**src/rtl/seq_chunk_adder.sv**
```systemverilog
// rtl/seq_chunk_adder.sv - multi-cycle chunked adder/subtractor with start/busy/done handshake
//
// Adds two WIDTH-bit operands CHUNK bits per clock, carrying between chunks
// through a register, so a wide add never has to close timing in one cycle.
//
// Parameters:
//   WIDTH  operand/result width; an integer multiple of CHUNK
//   CHUNK  bits added per clock (1..WIDTH)
//
// Ports:
//   clk    in   system clock, rising edge
//   rst_n  in   asynchronous active-low reset
//   start  in   operation request, honoured only when not busy
//   sub    in   0: a+b+cin, 1: a-b (as a + ~b + 1, cin ignored)
//   a, b   in   operands, captured on the accepted start edge
//   cin    in   add-mode carry-in, captured on the accepted start edge
//   busy   out  high while chunks are processed (NCH cycles)
//   done   out  one-cycle pulse when s/cout/ovf have been updated
//   s      out  registered result, modulo 2^WIDTH
//   cout   out  carry out of the MSB (sub mode: 1 = no borrow)
//   ovf    out  two's-complement signed overflow

module seq_chunk_adder #(
    parameter int WIDTH = 16,
    parameter int CHUNK = 4
) (
    input  logic             clk,
    input  logic             rst_n,
    input  logic             start,
    input  logic             sub,
    input  logic [WIDTH-1:0] a,
    input  logic [WIDTH-1:0] b,
    input  logic             cin,
    output logic             busy,
    output logic             done,
    output logic [WIDTH-1:0] s,
    output logic             cout,
    output logic             ovf
);

    localparam int NCH  = WIDTH / CHUNK;
    localparam int IDXW = (NCH > 1) ? $clog2(NCH) : 1;
    localparam int BW   = (WIDTH > 1) ? $clog2(WIDTH) : 1;

    typedef enum logic [1:0] {
        IDLE   = 2'd0,
        RUN    = 2'd1,
        DONE_S = 2'd2
    } state_t;

    state_t            state_q;
    logic [WIDTH-1:0]  a_q;
    logic [WIDTH-1:0]  b_q;       // already inverted in sub mode
    logic              carry_q;
    logic [IDXW-1:0]   idx_q;
    logic [WIDTH-1:0]  acc_q;
    logic [WIDTH-1:0]  s_q;
    logic              cout_q;
    logic              ovf_q;
    logic              busy_q;
    logic              done_q;

    logic [BW-1:0]     base;
    logic [CHUNK:0]    chunk_sum;
    logic [WIDTH-1:0]  acc_d;
    logic              last_chunk;
    logic              ovf_d;

    // Bit offset of the chunk being worked on this cycle.
    assign base       = BW'(32'(idx_q) * CHUNK);
    assign last_chunk = (idx_q == IDXW'(NCH - 1));

    always_comb begin
        chunk_sum = {1'b0, a_q[base +: CHUNK]}
                  + {1'b0, b_q[base +: CHUNK]}
                  + {{CHUNK{1'b0}}, carry_q};
        acc_d = acc_q;
        acc_d[base +: CHUNK] = chunk_sum[CHUNK-1:0];
    end

    // Overflow only when both effective operands share a sign that the
    // result does not; acc_d already holds the final chunk on the last cycle.
    assign ovf_d = (a_q[WIDTH-1] == b_q[WIDTH-1]) && (acc_d[WIDTH-1] != a_q[WIDTH-1]);

    always_ff @(posedge clk or negedge rst_n) begin
        if (!rst_n) begin
            state_q <= IDLE;
            a_q     <= '0;
            b_q     <= '0;
            carry_q <= 1'b0;
            idx_q   <= '0;
            acc_q   <= '0;
            s_q     <= '0;
            cout_q  <= 1'b0;
            ovf_q   <= 1'b0;
            busy_q  <= 1'b0;
            done_q  <= 1'b0;
        end else begin
            case (state_q)
                IDLE, DONE_S: begin
                    done_q <= 1'b0;
                    if (start) begin
                        a_q     <= a;
                        b_q     <= sub ? ~b : b;
                        carry_q <= sub ? 1'b1 : cin;
                        idx_q   <= '0;
                        acc_q   <= '0;
                        busy_q  <= 1'b1;
                        state_q <= RUN;
                    end else begin
                        state_q <= IDLE;
                    end
                end
                RUN: begin
                    acc_q   <= acc_d;
                    carry_q <= chunk_sum[CHUNK];
                    if (last_chunk) begin
                        s_q     <= acc_d;
                        cout_q  <= chunk_sum[CHUNK];
                        ovf_q   <= ovf_d;
                        idx_q   <= '0;
                        busy_q  <= 1'b0;
                        done_q  <= 1'b1;
                        state_q <= DONE_S;
                    end else begin
                        idx_q <= idx_q + IDXW'(1);
                    end
                end
                default: begin
                    busy_q  <= 1'b0;
                    done_q  <= 1'b0;
                    state_q <= IDLE;
                end
            endcase
        end
    end

    assign busy = busy_q;
    assign done = done_q;
    assign s    = s_q;
    assign cout = cout_q;
    assign ovf  = ovf_q;

endmodule

```
**config.mk**
```make
export PLATFORM = sky130hd
export DESIGN_NAME = seq_chunk_adder
export DESIGN_NICKNAME = d
export VERILOG_FILES = /design/src/rtl/seq_chunk_adder.sv
export SDC_FILE = /design/constraint.sdc
export NUM_CORES = 1
export LEC_CHECK = 0
export BUFFER_PORTS_ARGS = -buffer_cell sky130_fd_sc_hd__buf_2
export CAP_MARGIN = 10
export CORE_MARGIN = 2
export CORE_UTILIZATION = 53
export DETAILED_ROUTE_END_ITERATION = 8
export PLACE_DENSITY_LB_ADDON = 0.1
export SLEW_MARGIN = 30
export SYNTH_ARGS = -nofsm -noshare
export SYNTH_HDL_FRONTEND = slang
export SYNTH_SLANG_ARGS = --single-unit
```
**constraint.sdc**
```tcl
create_clock -name clk -period 4.7 [get_ports clk]
set_input_delay 0.94 -clock clk [delete_from_list [all_inputs] [get_ports clk]]
set_output_delay 0.94 -clock clk [all_outputs]
set_load 0.01 [all_outputs]
```
# Word level (Yosys, flattened, before mapping)
# Index checks and enable logic that the tools add are counted.
# Widths: inputs -> output; s select.
# classes
n_addsub	4
multipliers	0
div_mod_pow	0
n_lt_le_gt_ge	0
n_eq_ne	7
shifts	4
n_mux	18
bitwise	1
reduce_logical	8
# ops
op	n
$mux 16	2
$pmux 16 s2	1
$shiftx 16x5->4	2
$bwmux 16	1
$not 16->16	1
$shift 4x6->16 const A	1
$shiftx 4x6->16	1
$pmux 2 s2	2
$reduce_and 2->1	4
$mux 1	7
$mux 2	3
$neg 4->6	1
$add 4x4->5	1
$add 5x1->5	1
$eq 2x2->1 const B	2
$ne 2x2->1 const B	2
$pmux 1 s2	2
$add 2x1->2 const B	1
$eq 2x1->1 const B	1
$logic_not 2->1	1
$reduce_bool 2->1	1
$reduce_or 2->1	1
$eq 1x1->1	1
$logic_and 1x1->1	1
$ne 1x1->1	1
# word_totals
reg_bits	73
latchBits	0
ramBits	0
mem_bits_ro	0
input_bits	37
out_inout_bits	20
n_memories	0

# Depth between registers and ports, before layout
# depth
word_depth	7
mapped_depth	10
depth_no_buf	8

# Worst setup path after synthesis
# No wires, ideal clock.
# synth_path
path_type	register to register
from	reg idx_q[0]
to	reg acc_q[1]
setup_ps	66
t_arrival_ps	2606
t_required_ps	4634
setup_slack_ps	2027
path_stages_with_launch	9
period_less_slack_ps	2673
path_cell_list	dfrtp_1 buf_6 buf_2 mux4_2 fa_1 inv_1 fa_1 nor2_1 a22o_1
# synth_between
elab_chain_len	6
# synth_rtl
element	line	text
from (decl)	55	logic [IDXW-1:0] idx_q;
from (signal assigned)	126	idx_q <= idx_q + IDXW'(1);
$shiftx 16x5->4 (on tied branches)	74, 75	
$add 4x4->5	75	+ {1'b0, b_q[base +: CHUNK]}
$add 5x1->5	76	+ {{CHUNK{1'b0}}, carry_q};
$shiftx 4x6->16	78	acc_d[base +: CHUNK] = chunk_sum[CHUNK-1:0];
$bwmux 16 *	78	
$pmux 16 s2 *	99	case (state_q)
to (signal assigned)	92	acc_q <= '0;
to (signal assigned)	107	acc_q <= '0;
to (signal assigned)	115	acc_q <= acc_d;
to (decl)	56	logic [WIDTH-1:0] acc_q;
# Mark *: on every way between the ends. The rest lies on a longest branch, timed or not.
# A chain may end at the register's enable or synchronous reset.

# Worst setup path in the final report
# layout_path
from	reg idx_q[0]
to	reg s_q[11] (netlist: s[11])
# layout_between
elab_chain_len	5
# layout_rtl
element	line	text
$shiftx 16x5->4 (on tied branches)	74, 75	
$add 4x4->5	75	
$add 5x1->5	76	
$shiftx 4x6->16	78	
$bwmux 16	78	
to (signal assigned)	93	s_q <= '0;
to (signal assigned)	118	s_q <= acc_d;
to (decl)	57	logic [WIDTH-1:0] s_q;
# Parallel ways exist; a longest one is shown, timed or not.

==> flow_metrics.tcl <==
set metrics [dict create \
    htree_levels 3 \
    total_power_mw 3.02 \
    gp_congestion 0.868 \
    peakVddDrop_uv 374 \
    wl_per_cell_microns 15.6 \
    cpMaxStageDelayCell "dfrtp_1" \
    via_per_inst 5.48 \
    fp.dieW_microns 85.2 \
    critPathLaunchType "flop" \
    drtAntennaViolNets 0 \
    core.rowCount 29 \
    skew_ns 0.00780 \
    hold_viol 0 \
    yosysSeqAreaShare_pct 51.6 \
    pre_cts_ws_ns 1.64 \
    synth_edf_count 0 \
    tightest_slew_ns 0.831 \
    maxUsedRoutingLayer "met4" \
    clock-sinks 72 \
    yosys.area_share.xor_xnor_pct 4.26 \
    rsz0062_at_grt "no" \
    grt_pass1_wl_microns 12500 \
    setup_tns_ns 0 \
    dr.pass1.iters 4 \
    diodes 0 \
    yosys-top-cells-area "dfrtp_1 52%, nand2_1 8.6%, mux4_2 5.2%, o21ai_0 4.4%, xnor2_1 4.3%" \
    dr_wl_met2_microns 3390 \
    overflow 0 \
    cts_resized 0 \
    syn_to_final_growth_pct 15.6 \
    core_area_sq_um 6350 \
    slew_headroom_pct 44.6 \
    avgSynthCellArea_sq_um 10.4 \
    cp_data_required_time_ns 4.98 \
    hold_path_class "reg -> reg" \
    wl_met1_microns 3380 \
    clk_path_buf_depth 2 \
    drt_iter0_drc 200 \
    max_freq_mhz 331 \
    powerDensity_nw_per_um2 749 \
    worst-endpoint-arrival_ns 3.30 \
    grtUsageTotal_pct 22.2 \
    die-area_sq_um 7250 \
    yosysTopAreaCell "dfrtp_1" \
    ys_ff_latch 72 \
    portBuffers 56 \
    synth_warnings 0 \
    cts_made_buffers 9 \
    crit_fanout 20 \
    holdBufCountCts 0 \
    muxShareOfSynthArea_pct 6.45 \
    grt_antenna_before_repair 0 \
    dpl.hpwl_microns 5260 \
    layout_min_cycle_time_ns 3.02 \
    cp-end-kind "flop" \
    netlist-cell-type-count 43 \
    synth_compound_area_share_pct 14.4 \
    io_pins 57 \
    ys.flop_type "dfrtp_1" \
    crit_chain "mux4_2, ha_1, a21oi_1, a21boi_0, o32ai_1, mux2_2" \
    critical_path_class "reg -> reg" \
    slowest_delay_ns 0.86 \
    fin_crit_sh_pct 64.4 \
    synth_top_family_by_area "simple AND/OR/NAND/NOR gates" \
    synthesis.area_sq_um 3490 \
    num-nets-final 435 \
    synth_fa_ha_area_share_pct 4.37 \
    synthArstFlopShare_pct 100 \
    die_h_microns 85.2 \
    fin_ws_ns 1.68 \
    leakagePower_nw 1.96 \
    slew_viol_final 0 \
    drive_above_1_share_pct 23.5 \
    finish.utilization_pct 63.6 \
    synth_top_area_share_pct 51.6 \
    yosys.area_share.simple_pct 14.6 \
    met3WireLength_microns 428 \
    grt_pass1_vias 2551 \
    clk_pin_slew_ns 0.07 \
    grt_max_degree 50 \
    vias 2563 \
    setup_viol 0 \
    clk_latency_ns 0.34 \
    final_cell_area_sq_um 4040 \
    drv_cap 0 \
    start_util_pct 55.0 \
    place_area_sq_um 3820 \
    synth_most_common_cell "nand2_1" \
    synth_commonest_cells "80 x nand2_1, 72 x dfrtp_1, 31 x o21ai_0" \
    ctsRootBufferMaster "clkbuf_8" \
    syn-num-nets 383 \
    drcViolationCount 0 \
    cts_tree "built" \
    routed_wl_microns 7290 \
    status "finished, final reports clean" \
    fill_cells 552 \
    post_cts.repair.setup_buffers 0 \
    netlist_instances 335 \
]
-- sequential cells by signal, summed over array words and instances (netlist names) --
signal   count
state_q      2
busy         1
ovf          1
idx_q        2
cout         1
s           16
b_q         16
acc_q       16
a_q         16
carry_q      1
-- routing by layer --
metal,up-vias,global-route usage [%]
met5,-,0
met4,0,6.49
met3,8,5.45
met2,81,33.9
met1,1217,31.7
li1,1257,-
-- layout by cell type (no fill, tap or decap), types with 2 or more instances in the layout --
cell type	instances
a2bb2oi_1	2
nand2b_1	2
mux2_2	4
o32ai_1	3
mux4_2	8
ha_1	9
a21oi_1	10
and4bb_2	2
a32o_1	8
xnor2_1	17
buf_4	5
clkbuf_8	11
a22o_1	9
nor2b_1	6
a22oi_1	4
o31ai_1	2
fa_1	2
nand2_1	80
buf_2	56
nor2_1	10
dfrtp_1	72
o21ai_0	31
bufinv_16	2
inv_1	15
-- logic make-up after synthesis --
group           Yosys count
simple gates            111
compound gates           76
flops                    72
buf+inv                  36
xor+xnor                 17
mux                      12
fa+ha+maj                11
-- per-stage QoR --
stage          hold slack [ns]  cells
5_1_grt                  0.500    468
2_1_floorplan            0.440    335
4_1_cts                  0.480    468
3_5_place_dp             0.463    453
3_3_place_gp             0.455    453
6_report                 0.476    468
-- final timing paths --
kind | startpoint | endpoint | slack, ns | cells past startpoint
worst max register to register | idx_q[0] | s[11] | 1.68 | 6
worst max-delay path | idx_q[0] | s[11] | 1.68 | 6
min in group asynchronous | rst_n | s[0] | 0.70 | 1
worst min register to register | s[12] | s[12] | 0.48 | 2
max in group asynchronous | rst_n | b_q[9] | 3.05 | 2
worst min-delay path | s[12] | s[12] | 0.48 | 2
-- critical path: cells and delay by family (launching register included) --
kind                     cells  cell delay (ns)
flip-flops                   1             0.86
adder cells (fa/ha/maj)      1             0.36
AO/OA/AOI/OAI                3             0.93
multiplexers                 2             0.82
-- power breakdown --
part | total (mW) | internal (mW) | switching, mW
clock | 0.542 | 0.325 | 0.218
combinational | 1.41 | 0.599 | 0.807
sequential | 1.07 | 0.882 | 0.192
total | 3.02 | 1.80 | 1.22
-- area by class of cell --
cell class              instances  area, sq um  share of cell area [%]
inverters                      16         60.1                    1.49
multi-input cells             227         1540                    38.2
well taps                      77         96.3                    2.39
flip-flops and latches         72         1800                    44.6
clock buffers                  12          155                    3.84
repair buffers                 61          318                    7.87
clock inverters                 3         65.1                    1.61
No activity file was read; power rests on OpenSTA's default activity.
